[config.mk]
export PLATFORM = sky130hd
export DESIGN_NAME = scarf_regmap_gen
export DESIGN_NICKNAME = d
export VERILOG_FILES = /design/src/rtl/scarf_regmap_gen.sv
export SDC_FILE = /design/constraint.sdc
export NUM_CORES = 1
export LEC_CHECK = 0
export BUFFER_PORTS_ARGS = -buffer_cell sky130_fd_sc_hd__buf_2
export CAP_MARGIN = 20
export CORE_ASPECT_RATIO = 0.5
export CORE_UTILIZATION = 45
export CTS_CLUSTER_SIZE = 28
export DETAILED_ROUTE_END_ITERATION = 12
export GPL_TIMING_DRIVEN = 0
export HOLD_SLACK_MARGIN = 0.03
export MAX_ROUTING_LAYER = met4
export PLACE_DENSITY_LB_ADDON = 0.2
export SKIP_CTS_REPAIR_TIMING = 1
export SLEW_MARGIN = 0
export SYNTH_ARGS = -nofsm -noshare
export SYNTH_HDL_FRONTEND = slang
export SYNTH_SLANG_ARGS = --single-unit
[constraint.sdc]
create_clock -name clk -period 2.7 [get_ports clk]
set_input_delay 0.405 -clock clk [delete_from_list [all_inputs] [get_ports clk]]
set_output_delay 0.405 -clock clk [all_outputs]
set_load 0.02 [all_outputs]
[src/rtl/scarf_regmap_gen.sv]
// Parametrised SCARF slave register map: RW control bank below RO_BASE, RO status bank above.
// Optional SCARF_REGMAP_STICKY_STATUS_EN makes each status byte sticky with clear-on-read.
module scarf_regmap_gen #(
    parameter logic [6:0] SLAVE_ID = 7'h01,
    parameter int         NUM_REGS = 8,
    parameter int         RO_BASE  = 6,
    parameter bit         WRAP     = 1'b0
) (
    input  logic                              clk,
    input  logic                              rst_n_sync,
    input  logic [7:0]                        data_in,
    input  logic                              data_in_valid,
    input  logic                              data_in_finished,
    input  logic [6:0]                        slave_id,
    input  logic                              rnw,
    input  logic [8*(NUM_REGS-RO_BASE)-1:0]   status_in,
    output logic [7:0]                        read_data_out,
    output logic [8*RO_BASE-1:0]              regs_out,
    output logic [NUM_REGS-1:0]               wr_strobe,
    output logic                              addr_err
);

    localparam int AW  = $clog2(NUM_REGS);
    localparam int NRO = NUM_REGS - RO_BASE;
    localparam logic [AW-1:0] ADDR_ONE = 1;

    logic                    r_first;
    logic                    r_done;
    logic                    r_bad;
    logic                    r_addr_err;
    logic [AW-1:0]           r_addr;
    logic [8*RO_BASE-1:0]    r_regs;
    logic [NUM_REGS-1:0]     r_wr_strobe;

    logic                    w_valid_slave;
    logic                    w_byte;
    logic                    w_active;
    logic                    w_in_rw;
    logic                    w_write;
    logic                    w_last;
    logic                    w_start_bad;
    int                      w_addr_idx;
    logic [8*NRO-1:0]        w_status;

    assign w_valid_slave = (slave_id == SLAVE_ID);
    // A finishing pulse wins over a coincident byte, so that byte is dropped here.
    assign w_byte        = w_valid_slave && data_in_valid && !data_in_finished;
    assign w_active      = !r_first && !r_done && !r_bad;
    assign w_addr_idx    = int'(r_addr);
    assign w_in_rw       = (w_addr_idx < RO_BASE);
    assign w_write       = w_byte && !rnw && w_active && w_in_rw;
    assign w_last        = (w_addr_idx == NUM_REGS - 1);
    assign w_start_bad   = (int'(data_in) >= NUM_REGS);

    always_ff @(posedge clk or negedge rst_n_sync) begin
        if (!rst_n_sync) begin
            r_first    <= 1'b1;
            r_done     <= 1'b0;
            r_bad      <= 1'b0;
            r_addr_err <= 1'b0;
            r_addr     <= '0;
        end else if (data_in_finished) begin
            r_first <= 1'b1;
            r_done  <= 1'b0;
            r_bad   <= 1'b0;
            r_addr  <= '0;
        end else if (w_byte) begin
            if (r_first) begin
                r_first    <= 1'b0;
                r_addr     <= data_in[AW-1:0];
                r_bad      <= w_start_bad;
                r_addr_err <= w_start_bad;
            end else if (!r_done && !r_bad) begin
                if (w_last) begin
                    if (WRAP) r_addr <= '0;
                    else      r_done <= 1'b1;
                end else begin
                    r_addr <= r_addr + ADDR_ONE;
                end
            end
        end
    end

    always_ff @(posedge clk or negedge rst_n_sync) begin
        if (!rst_n_sync) begin
            r_regs      <= '0;
            r_wr_strobe <= '0;
        end else begin
            for (int k = 0; k < NUM_REGS; k++) begin
                r_wr_strobe[k] <= w_write && (w_addr_idx == k);
            end
            for (int k = 0; k < RO_BASE; k++) begin
                if (w_write && (w_addr_idx == k)) r_regs[8*k +: 8] <= data_in;
            end
        end
    end

`ifdef SCARF_REGMAP_STICKY_STATUS_EN
    logic             w_rd_consume;
    logic [8*NRO-1:0] r_sticky;

    assign w_rd_consume = w_byte && rnw && w_active && !w_in_rw;

    // Reloading with this cycle's status on a consumed read lets a fresh set beat the clear.
    always_ff @(posedge clk or negedge rst_n_sync) begin
        if (!rst_n_sync) begin
            r_sticky <= '0;
        end else begin
            for (int k = 0; k < NRO; k++) begin
                if (w_rd_consume && (w_addr_idx == RO_BASE + k))
                    r_sticky[8*k +: 8] <= status_in[8*k +: 8];
                else
                    r_sticky[8*k +: 8] <= r_sticky[8*k +: 8] | status_in[8*k +: 8];
            end
        end
    end

    assign w_status = r_sticky;
`else
    assign w_status = status_in;
`endif

    always_comb begin
        read_data_out = 8'h00;
        if (w_valid_slave && rnw) begin
            if (r_first) begin
                read_data_out = {1'b0, SLAVE_ID};
            end else if (!r_done && !r_bad) begin
                if (w_in_rw)
                    read_data_out = r_regs[8*w_addr_idx +: 8];
                else if (w_addr_idx < NUM_REGS)
                    read_data_out = w_status[8*(w_addr_idx-RO_BASE) +: 8];
            end
        end
    end

    assign regs_out  = r_regs;
    assign wr_strobe = r_wr_strobe;
    assign addr_err  = r_addr_err;

endmodule
Word-level counts from Yosys, hierarchy flattened
Cells that the tools add are included.
Storage, ports and cells
  register bits: 63
  input bits: 36
  output and inout bits: 65
  logic and storage cells: 82
Cells by class
  add/sub/neg operators: 2
  order comparisons: 3
  equal/unequal tests: 10
  shifts and indexed selects: 2
  multiplexer cells: 20
  bitwise gates (word level): 1
  reduce and logical (&&, ||, !) cells: 32
Operators by type and width (number)
  $shiftx A48 B7 Y8: 1
  $mux W8: 5
  $logic_not A32 Y1: 1
  $logic_and A1 B1 Y1: 17
  $shiftx A16 B7 Y8: 1
  $mux W3: 5
  $eq A3 B3 Y1 const B: 4
  $mux W1: 10
  $ge A8 B4 Y1 const B: 1
  $reduce_bool A2 Y1: 4
  $eq A7 B1 Y1 const B: 1
  $eq A3 B2 Y1 const B: 2
  $reduce_and A3 Y1: 2
  $logic_not A1 Y1: 5
  $lt A3 B4 Y1 const B: 1
  $reduce_and A4 Y1: 1
  $sub A3 B3 Y4 const B: 1
  $add A3 B1 Y3 const B: 1
  $eq A3 B1 Y1 const B: 1
  $lt A3 B3 Y1 const B: 1
  $ne A3 B3 Y1 const B: 1
  $reduce_bool A3 Y1: 1
  $ne A2 B2 Y1 const B: 1
  $reduce_and A2 Y1: 1
  $not A1 Y1: 1

Logic depth before layout (Yosys ltp)
Gate-level depths: netlist of run 1.
  depth in word-level cells: 7
  depth in mapped cells: 7
  mapped depth without buffers: 6

Worst setup path before layout of run 1
Ideal clock, no wire load.
  path kind: flip-flop to output port
  from: register r_addr[0]
  to: output read_data_out[6]
  data arrival time: 1.692 ns
  required time: 2.295 ns
  slack: 0.603 ns
  stages on the path, launching flop included: 7
  cells stage by stage: dfrtp_1 -> buf_2 -> buf_2 -> buf_4 -> mux2i_1 -> nor2_1 -> o311a_1
Between the ends
  cells in the longest elaborated chain, start to end: 7
  elaborated cells on any way between the ends: 10
  classes of those cells: add/sub (1); order compare (2); shift (2); mux (5)
RTL lines
  start, declared: RTL line 31  | logic [AW-1:0] r_addr;
  start signal, assigned: RTL line 70  | r_addr <= data_in[AW-1:0];
  start signal, assigned: RTL line 78  | r_addr <= r_addr + ADDR_ONE;
  $sub A3 B3 Y4: RTL line 132  | read_data_out = w_status[8*(w_addr_idx-RO_BASE) +: 8];
  $shiftx A16 B7 Y8: RTL line 132
  $mux W8: RTL line 131  | else if (w_addr_idx < NUM_REGS)
  $mux W8 *: RTL line 129  | if (w_in_rw)
  $mux W8 *: RTL line 128  | end else if (!r_done && !r_bad) begin
  $mux W8 *: RTL line 126  | if (r_first) begin
  $mux W8 *: RTL line 125  | if (w_valid_slave && rnw) begin
  end, declared: RTL line 17  | output logic [7:0] read_data_out,
Every way passes the cells marked *; elsewhere a longest branch is shown, timed or not.

Worst setup path after layout of run 1
  from: register r_addr[0]
  to: output read_data_out[4]
The elaborated chain is that of the path after synthesis.

==> results of run 1 <==
==> routing by layer <==
| layer | vias up | GRT usage | part of all wire |
|---|---|---|---|
| met4 | 0 | 0.0979 | 0.020 |
| met1 | 1247 | 0.303 | 0.46 |
| li1 | 1138 | - | - |
| met5 | - | - | 0 |
| met2 | 64 | 0.348 | 0.47 |
| met3 | 15 | 0.0693 | 0.048 |
==> cells in the final DEF (no fill, tap or decap), drive strengths merged, types with 3 or more instances in the layout <==
cell type	instances
nand2	5
buf	108
ha	7
nor2	15
nand4	3
and2	11
dfrtp	62
inv	4
mux4	7
a211oi	4
clkbuf	18
nor3	4
o21ai	8
mux2	50
o311a	7
and3	5
and4	4
mux2i	20
==> cells by family after synthesis <==
kind of cell | Yosys count | share of synthesized area
AO/OA/AOI/OAI | 25 | 0.0555
flip-flops | 63 | 0.476
adder cells (fa/ha/maj) | 7 | 0.0264
multiplexers | 77 | 0.286
buffers and inverters | 17 | 0.0351
AND/OR/NAND/NOR | 57 | 0.121
==> flip-flops by register name (all words and copies together) (netlist names) <==
signal     count
regs_out      48
wr_strobe      8
r_addr         3
addr_err       1
r_bad          1
r_done         1
r_first        1
==> where the power goes <==
group / total [uW] / internal, uW / switching [uW] / leakage [uW]
combinational: 86.6 / 33.6 / 53.0 / 0.00128
clock: 1250 / 856 / 395 / 0.000160
sequential: 948 / 947 / 0.837 / 0.000877
total: 2290 / 1840 / 449 / 0.00232
==> worst register-to-register path: stages (launching register included) <==
cell	delay [ns]
dfrtp_1	0.45
ha_1	0.34
nor4_2	0.38
and4_1	0.25
buf_6	0.15
nand4_4	0.25
mux2_4	0.37
==> worst max-delay path by stage <==
stage / start / slack, ns / endpoint / cells past startpoint
2_1_floorplan: r_addr[0] / 0.60 / read_data_out[6] / 6
3_3_place_gp: r_addr[1] / 0.16 / read_data_out[4] / 5
3_5_place_dp: r_addr[1] / 0.18 / read_data_out[4] / 5
4_1_cts: r_addr[1] / -0.22 / read_data_out[4] / 5
5_1_grt: r_addr[0] / 0.008 / read_data_out[4] / 5
6_report: r_addr[0] / 0.09 / read_data_out[4] / 5
==> layout make-up <==
type | instances | area, um^2 | area share
repair buffers | 100 | 515 | 0.120
clock buffers | 13 | 260 | 0.0608
inverters | 4 | 15.0 | 0.00351
well taps | 92 | 115 | 0.0269
clock inverters | 3 | 65.1 | 0.0152
plain buffers | 13 | 111 | 0.0260
multi-input cells | 166 | 1620 | 0.378
flip-flops and latches | 63 | 1580 | 0.369
==> per-stage QoR <==
stage,total power [uW],hold WS (ns),instances,utilization
final,2290,0.0420,454,0.622
after detailed placement,1050,0.402,438,0.573
after floorplan,986,0.109,246,-
after global routing,2370,0.0713,454,0.622
after global placement,1050,0.492,437,0.570
after CTS,2320,0.0440,454,0.620
==> cell usage after synthesis (all sizes together), types with 2 or more instances <==
master | instances | area, um^2
buf | 7 | 48.8
and2 | 11 | 68.8
dfrtp | 62 | 1550
mux2i | 20 | 200
and4 | 4 | 38.8
mux4 | 7 | 158
nand2 | 5 | 26.3
nand4 | 3 | 48.8
mux2 | 50 | 589
o21bai | 2 | 15.0
o21ai | 8 | 40.0
nor4 | 2 | 33.8
a211oi | 4 | 30.0
nor3 | 4 | 20.0
nand3 | 2 | 22.5
nor2 | 15 | 56.3
clkbuf | 6 | 52.6
and3 | 5 | 35.0
ha | 7 | 87.6
inv | 4 | 15.0
o311a | 7 | 70.1
nand2b | 2 | 12.5
==> results.yml, run 1 <==
outcome:
  status: "complete, no violations"
die:
  start_util: 0.481
  rows: 21
  core_area_um2: 6880
  ioPinCount: 101
  die_h_um: 62.7
  dieArea_um2: 7730
  die_w_um: 123
worst_setup_path:
  worstSetupPathType: "reg2out"
  cp.required_ns: 2.30
  cp_data_arrival_time_ns: 2.20
  slowest_stage: "mux4_2"
  end_kind: "output pin"
  path_cells: "buf_4 -> mux4_2 -> and2_1 -> o311a_1 -> buf_2"
  critPathLaunchType: "flop"
  r2r-start: "r_addr[1]"
  cp.buffers_inverters: 2
  r2r_end: "regs_out[35]"
  slowest_delay_ns: 0.53
  critPathTopFamily: "multiplexers"
  crit_path_max_fanout: 8
  reg2regPathDepth: 6
  r2r_slack_ns: 0.40
global_routing:
  first_global_vias: 2552
  antenna_found_initial: 0
  grt_use_total: 0.236
  grt_pass1_wl_mm: 13.1
  overflow: 0
  grt_start_max_net_pins: 43
sta:
  max_slew_margin: 0.660
  clock_skew_ns: 0.00577
  fin_setup_tns_ns: 0
  slew_viol_final: 0
  fmax_mhz: 383
  fin_ws_ns: 0.0906
  min_period_over_period: 0.966
  hold_viol: 0
  rsz0062_at_grt: "no"
  finalSetupViolCount: 0
  layout_min_cycle_time_ns: 2.61
  worst_pin_slew_ns: 0.511
yosys:
  ys_seq_area_frac: 0.476
  syn_inst: 246
  syn_area_um2: 3310
  yosys_most_used_dff: "dfrtp_1"
  syn_area_per_cell_um2: 13.5
  yosysWarnings: 0
  synth-seq-cells: 63
  async_reset_ff_frac: 1.00
  syn_nets: 289
  synth_edf_count: 0
  yosysUniqueCellTypes: 43
placement:
  dp_hpwl_mm: 5.82
  portBuffers: 99
  post_dp_cell_area_um2: 3940
  pre_cts_slack_ns: 0.178
  gp_congestion: 0.798
clock_network:
  htree_levels: 3
  clk_pin_slew_ns: 0.05
  cts_tree: "done"
  cts_sinks: 63
  insertion_delay_ns: 0.33
  root_buffer: "clkbuf_16"
  cts_buffer_depth: 2
  cts_made_buffers: 9
detailed_routing:
  drt_iter0_drc: 148
  postRouteAntennaNets: 0
  wl_per_cell_um: 17.6
  avgViaCountPerCell: 5.43
  drc: 0
  firstDrtPassIters: 4
  drt-total-wl_mm: 7.98
  vias: 2464
power:
  irDropWorstVdd_v: 0.000440
  power_density_nw_per_um2: 534
  power_leakage_uw: 0.00232
final_layout:
  nNetsFinal: 400
  postLayoutCellArea_um2: 4280
  synthToLayoutAreaGrowth_pct: 29.2
  fillers: 590
  insertedDiodeCount: 0
  layout-drive-gt1-share: 0.541
run:
  max_cap_viol_count: 0
hold_path:
  worst_hold_path_type: "in2async"
(Power assumes the default switching activity.)
==> run 2, diff against run 1 <==
- CORE_ASPECT_RATIO: 0.5 -> 1.5
- GPL_TIMING_DRIVEN: 0 -> default
==> run 2 against run 1 <==
  * Critical path type unchanged
  * Die area fell by 0.18%
  * Highest routed layer unchanged
  * Routed wire length rose by 1.0%
  * Critical endpoint is now read_data_out[7]
  * Cell area fell by 4.8%
  * Via count fell by 1.3%
  * Utilization fell by 5.4 points
  * Worst hold slack got worse by 0.0036 ns
  * Largest power group is now registers
==> results.yml, run 2 (synthesis gave the netlist of run 1 again) <==
worst_setup_path:
  crit_path_max_fanout: 13
  r2r_end: "regs_out[33]"
  cp-startpoint: "r_addr[0]"
  cp_data_arrival_time_ns: 2.15
  worstSetupPathType: "reg2out"
  cp.required_ns: 2.30
  r2r-start: "r_addr[1]"
  reg2regPathDepth: 5
  end_kind: "output pin"
  cp-endpoint: "read_data_out[7]"
  critPathLaunchType: "flop"
  r2r_slack_ns: 0.51
sta:
  rsz0062_at_grt: "no"
  slew_viol_final: 0
  hold_viol: 0
  whs_ns: 0.0384
  clock_skew_ns: 0.00930
  max_slew_margin: 0.646
  worst_pin_slew_ns: 0.531
  min_period_over_period: 0.944
  fin_setup_tns_ns: 0
  fmax_mhz: 392
  layout_min_cycle_time_ns: 2.55
  finalSetupViolCount: 0
final_layout:
  final_cell_mix: "buf_2 (100), dfrtp_1 (62), mux2_2 (42)"
  nNetsFinal: 395
  insertedDiodeCount: 0
  utilization: 0.567
  largest_register_ffs: 48
  synthToLayoutAreaGrowth_pct: 23.0
  fillers: 626
  layout-drive-gt1-share: 0.543
  final_common_cell: "buf_2"
run:
  max_cap_viol_count: 0
outcome:
  status: "complete, no violations"
global_routing:
  first_global_vias: 2340
  overflow: 0
  grt_start_max_net_pins: 25
  antenna_found_initial: 0
  grt_use_total: 0.226
  grt_pass1_wl_mm: 12.4
die:
  dieArea_um2: 7720
  die_w_um: 72.1
  core_area_um2: 7180
  die_h_um: 107
  ioPinCount: 101
  rows: 38
  start_util: 0.461
detailed_routing:
  dr.max_layer_used: "met4"
  met2_length_mm: 4.13
  drt-total-wl_mm: 8.06
  avgViaCountPerCell: 5.32
  drc: 0
  firstDrtPassIters: 4
  dr_wl_met3_um: 434
  met1Wirelength_mm: 3.27
  vias: 2432
  postRouteAntennaNets: 0
  wl_per_cell_um: 17.6
  drt_iter0_drc: 115
hold_path:
  worst_hold_path_type: "in2async"
power:
  power.switching_uw: 406
  p_comb_frac: 0.046
  power_leakage_uw: 0.00222
  power_density_nw_per_um2: 432
  irDropWorstVdd_v: 0.000235
  power_frac_seq: 0.537
  swShare: 0.230
  clockPowerShare: 0.417
  p_int_uw: 1360
clock_network:
  cts_buffer_depth: 2
  cts_tree: "done"
  root_buffer: "clkbuf_8"
  htree_levels: 3
  cts_sinks: 63
  clk_pin_slew_ns: 0.07
  cts_made_buffers: 9
  insertion_delay_ns: 0.34
placement:
  portBuffers: 100
  gp_congestion: 0.826
  dp_hpwl_mm: 5.80
[run 2: cell count changes in the layout (fill, tap and decap cells not counted), moves of 2 or more]
cell	change
bufinv_16	-2
buf_6	-3
clkbuf_8	+6
buf_4	+6
clkbuf_16	-9
clkbuf_1	-2
[run 2: how the worst min path moves through the flow]
stage,start,end
after floorplan,rst_n_sync,addr_err
after global placement,rst_n_sync,wr_strobe[5]
after detailed placement,rst_n_sync,wr_strobe[4]
after CTS,rst_n_sync,wr_strobe[4]
after global routing,rst_n_sync,wr_strobe[4]
final,rst_n_sync,wr_strobe[4]
[run 2: layer usage]
metal  vias up  GRT usage
met5         -          -
met4         0      0.106
met2        84      0.356
met3        16     0.0479
met1      1203      0.276
li1       1129          -
[run 2: worst max-delay path: stages, from the launching register on]
cell and delay [ns]:
dfrtp_1 0.35, buf_4 0.26, mux4_2 0.53, and2_1 0.18
o311a_1 0.32, buf_2 0.16
[run 2: area by class of cell]
| type | instances | area, um^2 | share of cell area |
|---|---|---|---|
| sequential | 63 | 1580 | 0.387 |
| tap | 100 | 125 | 0.0307 |
| clock inverter | 3 | 17.5 | 0.00430 |
| clock buffer | 13 | 159 | 0.0390 |
| multi-input combinational | 166 | 1620 | 0.397 |
| inverter | 4 | 15.0 | 0.00369 |
| timing repair buffer | 108 | 561 | 0.138 |
[run 2: power groups by stage]
stage / sequential (uW) / combinational (uW) / clock, uW
6_report: 946 / 81.2 / 734
5_1_grt: 945 / 90.6 / 802
4_1_cts: 946 / 82.9 / 753
3_5_place_dp: 964 / 82.8 / 0
3_3_place_gp: 964 / 81.4 / 0
2_1_floorplan: 966 / 20.9 / 0
[run 2: stage by stage]
step	total power [uW]	cell area (um^2)	cells	setup slack, ns
global placement	1050	3900	441	0.428
CTS	1780	4070	457	0.110
detailed placement	1050	3900	441	0.375
floorplan	986	3310	246	0.603
finish	1760	4070	457	0.150
global route	1840	4070	457	0.0282
